**src/rtl/uart_arbiter_pkg.sv**
```systemverilog
// Shared types for the two-port uart arbiter: the buffered request record and
// the arbiter FSM states.
package uart_arbiter_pkg;

    localparam int UART_ADDR_W = 32;
    localparam int UART_STRB_W = 4;

    typedef struct packed {
        logic                   valid;
        logic                   instr;
        logic [UART_ADDR_W-1:0] addr;
        logic [UART_ADDR_W-1:0] wdata;
        logic [UART_STRB_W-1:0] wstrb;
    } uart_req_type;

    typedef enum logic {
        ARB_IDLE = 1'b0,
        ARB_WAIT = 1'b1
    } uart_arb_state_type;

    localparam uart_req_type UART_REQ_NONE = '0;

endpackage

```
**src/rtl/uart_req_slot.sv**
```systemverilog
// One pending-request buffer: latches a single-cycle request pulse and holds it
// until the arbiter reports completion for this port.
module uart_req_slot
    import uart_arbiter_pkg::*;
(
    input  logic                   clk,
    input  logic                   rst,
    input  logic                   valid,
    input  logic                   instr,
    input  logic [UART_ADDR_W-1:0] addr,
    input  logic [UART_ADDR_W-1:0] wdata,
    input  logic [UART_STRB_W-1:0] wstrb,
    input  logic                   clear,
    output logic                   full,
    output uart_req_type           req
);

    logic take;

    // A slot being cleared this cycle counts as free, so a new pulse is kept.
    assign take = valid && (!req.valid || clear);
    assign full = req.valid;

    always_ff @(posedge clk or negedge rst) begin
        if (!rst) begin
            req <= UART_REQ_NONE;
        end else if (take) begin
            req.valid <= 1'b1;
            req.instr <= instr;
            req.addr  <= addr;
            req.wdata <= wdata;
            req.wstrb <= wstrb;
        end else if (clear) begin
            req.valid <= 1'b0;
        end
    end

endmodule

```
**src/rtl/uart_arbiter.sv**
```systemverilog
// Round-robin arbiter sharing one memory-mapped uart port between the core data
// side (port 0) and the debug/loader side (port 1), one transaction at a time.
module uart_arbiter
    import uart_arbiter_pkg::*;
#(
    parameter int ADDR_W  = UART_ADDR_W,
    parameter int RR_INIT = 0
) (
    input  logic              clk,
    input  logic              rst,
    // Handshake: every *_valid and *_ready is a one-cycle pulse with no
    // back-pressure; a request is accepted into its slot if the slot is free,
    // and the matching ready pulse carries rdata in the same cycle.
    input  logic              m0_valid,
    input  logic              m0_instr,
    input  logic [ADDR_W-1:0] m0_addr,
    input  logic [ADDR_W-1:0] m0_wdata,
    input  logic [3:0]        m0_wstrb,
    output logic [ADDR_W-1:0] m0_rdata,
    output logic              m0_ready,
    input  logic              m1_valid,
    input  logic              m1_instr,
    input  logic [ADDR_W-1:0] m1_addr,
    input  logic [ADDR_W-1:0] m1_wdata,
    input  logic [3:0]        m1_wstrb,
    output logic [ADDR_W-1:0] m1_rdata,
    output logic              m1_ready,
    output logic              uart_valid,
    output logic              uart_instr,
    output logic [ADDR_W-1:0] uart_addr,
    output logic [ADDR_W-1:0] uart_wdata,
    output logic [3:0]        uart_wstrb,
    input  logic [ADDR_W-1:0] uart_rdata,
    input  logic              uart_ready,
    output logic              dbg_state
);

    localparam logic RR_INIT_BIT = (RR_INIT != 0);

    uart_arb_state_type state;
    uart_req_type       slot0_req;
    uart_req_type       slot1_req;
    uart_req_type       sel_req;
    logic               slot0_full;
    logic               slot1_full;
    logic               avail0;
    logic               avail1;
    logic               pick;
    logic               grant;
    logic               rr_ptr;

    uart_req_slot u_slot0 (
        .clk   (clk),
        .rst   (rst),
        .valid (m0_valid),
        .instr (m0_instr),
        .addr  (m0_addr),
        .wdata (m0_wdata),
        .wstrb (m0_wstrb),
        .clear (m0_ready),
        .full  (slot0_full),
        .req   (slot0_req)
    );

    uart_req_slot u_slot1 (
        .clk   (clk),
        .rst   (rst),
        .valid (m1_valid),
        .instr (m1_instr),
        .addr  (m1_addr),
        .wdata (m1_wdata),
        .wstrb (m1_wstrb),
        .clear (m1_ready),
        .full  (slot1_full),
        .req   (slot1_req)
    );

    // A slot whose ready is going out this cycle is already served; masking it
    // lets the other port be granted back-to-back without regranting this one.
    always_comb begin
        avail0  = slot0_full & ~m0_ready;
        avail1  = slot1_full & ~m1_ready;
        pick    = (avail0 & avail1) ? rr_ptr : avail1;
        sel_req = pick ? slot1_req : slot0_req;
    end

    assign dbg_state = (state == ARB_WAIT);

    always_ff @(posedge clk or negedge rst) begin
        if (!rst) begin
            state      <= ARB_IDLE;
            grant      <= 1'b0;
            rr_ptr     <= RR_INIT_BIT;
            uart_valid <= 1'b0;
            uart_instr <= 1'b0;
            uart_addr  <= '0;
            uart_wdata <= '0;
            uart_wstrb <= '0;
            m0_ready   <= 1'b0;
            m1_ready   <= 1'b0;
            m0_rdata   <= '0;
            m1_rdata   <= '0;
        end else begin
            uart_valid <= 1'b0;
            m0_ready   <= 1'b0;
            m1_ready   <= 1'b0;
            case (state)
                ARB_IDLE: begin
                    if (avail0 || avail1) begin
                        grant      <= pick;
                        uart_valid <= sel_req.valid;
                        uart_instr <= sel_req.instr;
                        uart_addr  <= sel_req.addr;
                        uart_wdata <= sel_req.wdata;
                        uart_wstrb <= sel_req.wstrb;
                        state      <= ARB_WAIT;
                    end
                end
                ARB_WAIT: begin
                    // rx reads may sit here until a byte arrives; no timeout.
                    if (uart_ready) begin
                        if (grant) begin
                            m1_ready <= 1'b1;
                            m1_rdata <= uart_rdata;
                        end else begin
                            m0_ready <= 1'b1;
                            m0_rdata <= uart_rdata;
                        end
                        rr_ptr <= ~grant;
                        state  <= ARB_IDLE;
                    end
                end
                default: state <= ARB_IDLE;
            endcase
        end
    end

endmodule

```
**config.mk**
```make
export PLATFORM = sky130hd
export DESIGN_NAME = uart_arbiter
export DESIGN_NICKNAME = d
export VERILOG_FILES = /design/src/rtl/uart_arbiter_pkg.sv /design/src/rtl/uart_req_slot.sv /design/src/rtl/uart_arbiter.sv
export SDC_FILE = /design/constraint.sdc
export NUM_CORES = 1
export LEC_CHECK = 0
export ABC_CLOCK_PERIOD_IN_PS = 2200
export BUFFER_PORTS_ARGS = -buffer_cell sky130_fd_sc_hd__buf_2
export CORE_MARGIN = 2
export CORE_UTILIZATION = 53
export CTS_CLUSTER_SIZE = 12
export DETAILED_ROUTE_END_ITERATION = 8
export PLACE_DENSITY = 0.84
export SETUP_SLACK_MARGIN = 0.15
export SLEW_MARGIN = 0
export SYNTH_ARGS = -nofsm -noshare
export SYNTH_HDL_FRONTEND = slang
export SYNTH_SLANG_ARGS = --single-unit
```
**constraint.sdc**
```tcl
create_clock -name clk -period 2.2 [get_ports clk]
set_input_delay 0.11 -clock clk [delete_from_list [all_inputs] [get_ports clk]]
set_output_delay 0.11 -clock clk [all_outputs]
set_load 0.03 [all_outputs]
```
==> metrics.txt, run 1 <==
total leakage power=7.60 nW; CP Data Required Time=2.62 ns; Clock Latency Late Sink=0.55 ns; total routed wirelength=37400 um; Fillers=1366; Syn Std Cell Area=12100 um^2; clock buffer depth=3; status=finished, final reports clean; cell count after synthesis=866; synthesized flop and latch total=279; Mapped Nets=1041; RSZ-0062 raised after global routing=yes; max-slew violations=0; commonest cells in the netlist=279 x dfrtp_1, 193 x mux2_2, 69 x a2bb2oi_1, 69 x and3b_1, 69 x o21ai_0; CP max-delay cell=or3b_2; placer congestion estimate=0.821; row count=55; Worst-path clk slew=0.06 ns; Worst Setup End Kind=flip-flop; Synth Area in Compound Gates=13.6%; CP max stage delay=0.94 ns; worst-path cell chain=or3b_2 -> a221oi_1 -> a2bb2oi_1; critical path startpoint category=flip-flop; Final Util=73.5%; initial antenna violation count=1; largest vdd supply drop=0.987 mV; drt drc=0; setup repair bufs after CTS=0; max-cap check violation count=0; Yosys cell types=25; Post-DRT Antenna Nets=0; worst r2r src=rr_ptr$_DFFE_PN0N_; period utilization=93.8%; async set or reset register ratio after synthesis=100%; worst min-delay path class=in -> async; DPL Wire Length=19700 um; Synth Area per Inst=13.9 um^2; largest cells by area after synthesis=dfrtp_1 58%, mux2_2 18%, a2bb2oi_1 5.0%; PostCTS Resize Cnt=0; terminus of the critical flop-to-flop path=uart_addr[7]$_DFFE_PN0P_; share of cells above drive strength 1=44.8%; Slew headroom=23.1%; DIE HEIGHT=155 um; largest family of logic cells by synthesized area=multiplexers; Post-Place Cells=1397; total negative slack=0 ns; post-synth top area cell=dfrtp_1; Max Freq=0.485 GHz; final design area excluding fillers=16500 um^2; TritonCTS clock tree=built; worst hold margin=0.153 ns; ys flop type=dfrtp_1; clk sinks=279; simple-gate share of the synthesized area=5.73%; Ys Warns=0; Routed WL per cell=23.0 um; multi-input logic area=4700 um^2; minimum clock period=2.06 ns; Post-synth EDFFs=0; CP startpoint=rr_ptr$_DFFE_PN0N_; register area share after synthesis=57.9%; area share of xor/xnor cells in the synthesized design=0%; final hold violation count=0; Initial Util=53.6%; WP data arrival=2.48 ns; crit path max fanout=34; Clock Skews=0.0174 ns; Placed Area=13900 um^2; Num CTS Buffers=29; Die Span X=155 um; Boundary Pins=312; register area=6990 um^2; mux share of post-synthesis cell area=19.3%; Clock H-tree levels=1; Pre-Repair DR Iteration Count=4; Iter 0 DRT Violations=589; non-filler cells, final=1624; Yosys top cell area share=57.9%; power density over the cells=1510 nW/um^2; Area Overhead vs Synth=37.1%; vias=9796; top-count cell post-synth=dfrtp_1; nets=1493; area of the die=24000 um^2; via density per instance=6.03; grt ovf=0; Least-Margin Pin Slew=1.15 ns; global-route wire length before repair=57500 um; R2R Setup Slk=0.14 ns; Port Buf Inserts=311; fraction of the mapped netlist area in adder cells=0%; clk root buf=clkbuf_16; Core Area=22500 um^2; vias in the first global route=10400; gr usage total=30.3%; critical path class=reg -> reg; Reg2Reg Depth=3; pin count of the biggest net entering global routing=90; final setup violation count=0
[cells by family (layout without fill, tap and decap cells)]
kind of cell           Yosys count  in the layout
muxes                          203            203
buffers and inverters           91            562
AOI/OAI and AO/OA              210            210
and+or+nand+nor                 83             84
DFF                            279            279
other                            0              1
[metrics by stage]
stage / setup slack, ns / total power (W)
6_report: 0.136 / 0.0250
5_1_grt: 0.119 / 0.0261
4_1_cts: 0.209 / 0.0246
3_5_place_dp: 0.367 / 0.0195
3_3_place_gp: 0.379 / 0.0192
2_1_floorplan: 0.408 / 0.0164
[report_power, final]
| part | internal [W] | switching (W) |
|---|---|---|
| registers | 0.00774 | 0.00154 |
| logic | 0.00451 | 0.00644 |
| clock network | 0.00278 | 0.00200 |
[state kept, by name (all words and copies together), names as in the netlist]
signal,count
dbg_state,1
m0_ready,1
grant,1
u_slot0.full,1
m1_rdata,32
uart_wstrb,4
m0_rdata,32
uart_instr,1
u_slot1.full,1
u_slot1.req,69
rr_ptr,1
u_slot0.req,69
m1_ready,1
uart_valid,1
uart_addr,32
uart_wdata,32
[how the worst max path moves through the flow]
stage	end	slack (ns)	cells past startpoint
5_1_grt	uart_addr[7]$_DFFE_PN0P_	0.12	3
3_5_place_dp	uart_wdata[6]$_DFFE_PN0P_	0.37	3
6_report	uart_addr[7]$_DFFE_PN0P_	0.14	3
4_1_cts	dbg_state	0.21	2
2_1_floorplan	u_slot1.req[0]$_DFFE_PN0P_	0.41	7
3_3_place_gp	uart_addr[17]$_DFFE_PN0P_	0.38	3
[routing by layer]
metal / global-route usage [%] / share of wire (%)
met3: 6.30 / 7.6
met1: 37.5 / 38
met4: 11.3 / 3.6
met2: 52.8 / 51
met5: 0 / 0
[cell type report]
type | count | share of cell area (%)
diodes | 1 | 0.0151
clock buffers | 48 | 5.24
clock inverters | 3 | 0.265
inverters | 1 | 0.0227
multi-input cells | 497 | 28.4
flip-flops and latches | 279 | 42.2
well taps | 285 | 2.16
repair buffers | 510 | 21.7
[critical path, delay by kind of cell (launching register included)]
family / cells / cell delay (ns)
flip-flops: 1 / 0.44
AO/OA/AOI/OAI: 2 / 0.55
AND/OR/NAND/NOR: 1 / 0.94
[placed cells by master (no fill, tap or decap), types with 2 or more instances in the layout]
cell,instances
nand2b_4,2
dfrtp_1,276
buf_12,7
dfrtp_2,3
dlygate4sd3_1,174
buf_2,310
clkbuf_1,12
mux2_4,10
buf_4,18
o21ai_0,69
clkbuf_8,7
a221oi_1,59
a221oi_2,10
nand2_4,2
and3b_1,69
a2bb2oi_1,69
nand2b_1,2
nand2_1,2
nor2_1,2
clkbuf_16,29
mux2_2,193
[what timing repair did]
action,4_1_cts,5_1_grt
setup endpoints to repair,0,2
endpoints found under the hold margin,306,0
hold buffers,174,0
(Power assumes the default switching activity.)
==> inputs of run 2 (changes only) <==
ABC_CLOCK_PERIOD_IN_PS = 2500   (was 2200)
CORE_UTILIZATION = 55   (was 53)
PLACE_DENSITY = 0.87   (was 0.84)
SETUP_SLACK_MARGIN = not set   (was 0.15)
clock period = 2.5 ns   (was 2.2 ns; I/O delays follow)
==> metrics.txt, run 2 (same netlist as run 1, synthesis figures left out) <==
status=finished, final reports clean; Pwr Total=0.0220 W (-12%); Area Overhead vs Synth=36.9%; WP data arrival=2.55 ns (+0.07 ns); Boundary Pins=312 (unchanged); Post-DRT Antenna Nets=0 (unchanged); drt drc=0 (unchanged); sequential share of power=37.3% (+0.2 points); vias in the first global route=10600 (+2.0%); total negative slack=0 ns (unchanged); Clock Latency Late Sink=0.55 ns (about the same); Core Area=21700 um^2 (-3.6%); share of cells above drive strength 1=44.7% (-0.17 points); Max Freq=0.475 GHz (-1.9%); commonest cells after routing, fill and taps aside=310 x buf_2, 276 x dfrtp_1, 193 x mux2_2; Clk pwr share=19.2% (about the same); Reg2Reg Depth=5 (+2); final setup violation count=0 (unchanged); CP bufs+invs=2 (+2); pin count of the biggest net entering global routing=129 (+43%); Initial Util=55.6% (+2.0 points); clk root buf=clkbuf_16; vias=9648 (-1.5%); largest vdd supply drop=0.990 mV (+0.31%); Iter 0 DRT Violations=647 (+9.8%); max-cap check violation count=0 (unchanged); Num CTS Buffers=29 (unchanged); period utilization=84.2% (-9.6 points); crit path max fanout=45 (+32%); nets=1489 (-0.27%); clk sinks=279 (unchanged); Worst path depth=5 (+2); TritonCTS clock tree=built; CP Data Required Time=2.94 ns (+0.32 ns); Worst-path clk slew=0.06 ns (about the same); Pre-Repair DR Iteration Count=5 (+1); DIE HEIGHT=152 um (-1.8%); row count=54 (-1.8%); Top delay family on crit path=compound AO/OA/AOI/OAI gates; CTS Hold Buffers Added=174 (unchanged); Clock Skews=0.0102 ns (-0.00717 ns); gr usage total=31.7% (+1.3 points); grt ovf=0 (unchanged); area of the die=23100 um^2 (-3.5%); worst-path cell chain=nand2b_4 -> buf_4 -> a21oi_4 -> buf_12 -> a2bb2oi_1; Die Span X=152 um (-1.8%); CP max-delay cell=a21oi_4; via density per instance=5.98 (-0.90%); Comb pwr share=43.5% (-0.3 points); Psw=0.00875 W (-12%); initial antenna violation count=2 (+1); placer congestion estimate=0.796 (-3.0%); max-slew violations=0 (unchanged); Net Sw Frac=39.8% (-0.13 points); CP max stage delay=0.53 ns (-0.41 ns); critical path startpoint category=flip-flop; DPL Wire Length=20200 um (+2.2%); clock buffer depth=3 (unchanged); biggest regs=u_slot0.req x69, u_slot1.req x69; minimum clock period=2.10 ns (+0.0402 ns); total leakage power=7.58 nW (-0.27%); global-route wire length before repair=58900 um (+2.4%); critical path class=reg -> reg; Routed WL per cell=22.9 um (-0.52%); Worst Setup End Kind=flip-flop; Least-Margin Pin Slew=1.00 ns (-0.150 ns); Clock H-tree levels=1 (unchanged); PostCTS Resize Cnt=0 (unchanged); Internal=0.0132 W (-12%); worst min-delay path class=in -> async; Slew headroom=33.1% (+10 points); commonest non-fill, non-tap cell in the layout=buf_2; RSZ-0062 raised after global routing=no; setup repair bufs after CTS=0 (unchanged); final hold violation count=0 (unchanged); total routed wirelength=36900 um (-1.1%); power density over the cells=1330 nW/um^2 (-12%); Port Buf Inserts=311 (unchanged)
[run 2: power by group through the flow]
| stage | Clock (W) | Sequential (W) | Combinational, W |
|---|---|---|---|
| floorplan | 0 | 0.00998 | 0.00448 |
| global placement | 0 | 0.00795 | 0.00888 |
| detailed placement | 0 | 0.00805 | 0.00915 |
| CTS | 0.00422 | 0.00805 | 0.00941 |
| global route | 0.00443 | 0.00839 | 0.0101 |
| finish | 0.00422 | 0.00819 | 0.00956 |
[run 2: layout make-up]
cell class / count / area, um^2
Tap cell: 280 / 350
Clock inverter: 5 / 78.8
Clock buffer: 44 / 822
Inverter: 1 / 3.75
Timing Repair Buffer: 507 / 3570
Antenna cell: 2 / 5.00
Sequential cell: 279 / 6990
Multi-Input combinational cell: 496 / 4690
Fill cell: 1219 / 5180
[run 2: metrics by stage]
stage	utilization [%]	hold WS [ns]	cells	instance area [um^2]	setup slack, ns
after floorplan	-	-0.171	866	12100	0.708
after global placement	63.9	0.111	1389	13900	0.602
after detailed placement	63.9	0.108	1389	13900	0.478
after CTS	76.1	0.143	1612	16500	0.441
after global routing	76.1	0.185	1614	16500	0.329
final	76.1	0.128	1614	16500	0.396
[run 2: routing by layer]
metal  GRT usage (%)  vias to the layer above  share of wire (%)
li1                -                     4153                  -
met4            13.0                        0                4.3
met5               0                        -                  0
met3            7.02                      114                7.6
met2            53.4                      492                 50
met1            39.9                     4889                 38
[run 2: worst reg2reg max path: cells and delay by family (launching register included)]
kind                   cells  cell delay, ns
DFF                        1            0.42
AOI/OAI and AO/OA          2            0.84
buffers and inverters      2            0.56
and+or+nand+nor            1            0.18
[run 2: final timing paths]
path	start	end	slack, ns
max	m0_ready$_DFF_PN0_	uart_addr[13]$_DFFE_PN0P_	0.40
min	rst	u_slot0.req[37]$_DFFE_PN0P_	0.13
max reg2reg	m0_ready$_DFF_PN0_	uart_addr[13]$_DFFE_PN0P_	0.40
min reg2reg	u_slot1.req[54]$_DFFE_PN0P_	u_slot1.req[54]$_DFFE_PN0P_	0.50
max in group asynchronous	rst	m1_rdata[22]$_DFFE_PN0P_	1.61
min in group clk	m1_wstrb[0]	u_slot1.req[0]$_DFFE_PN0P_	0.34
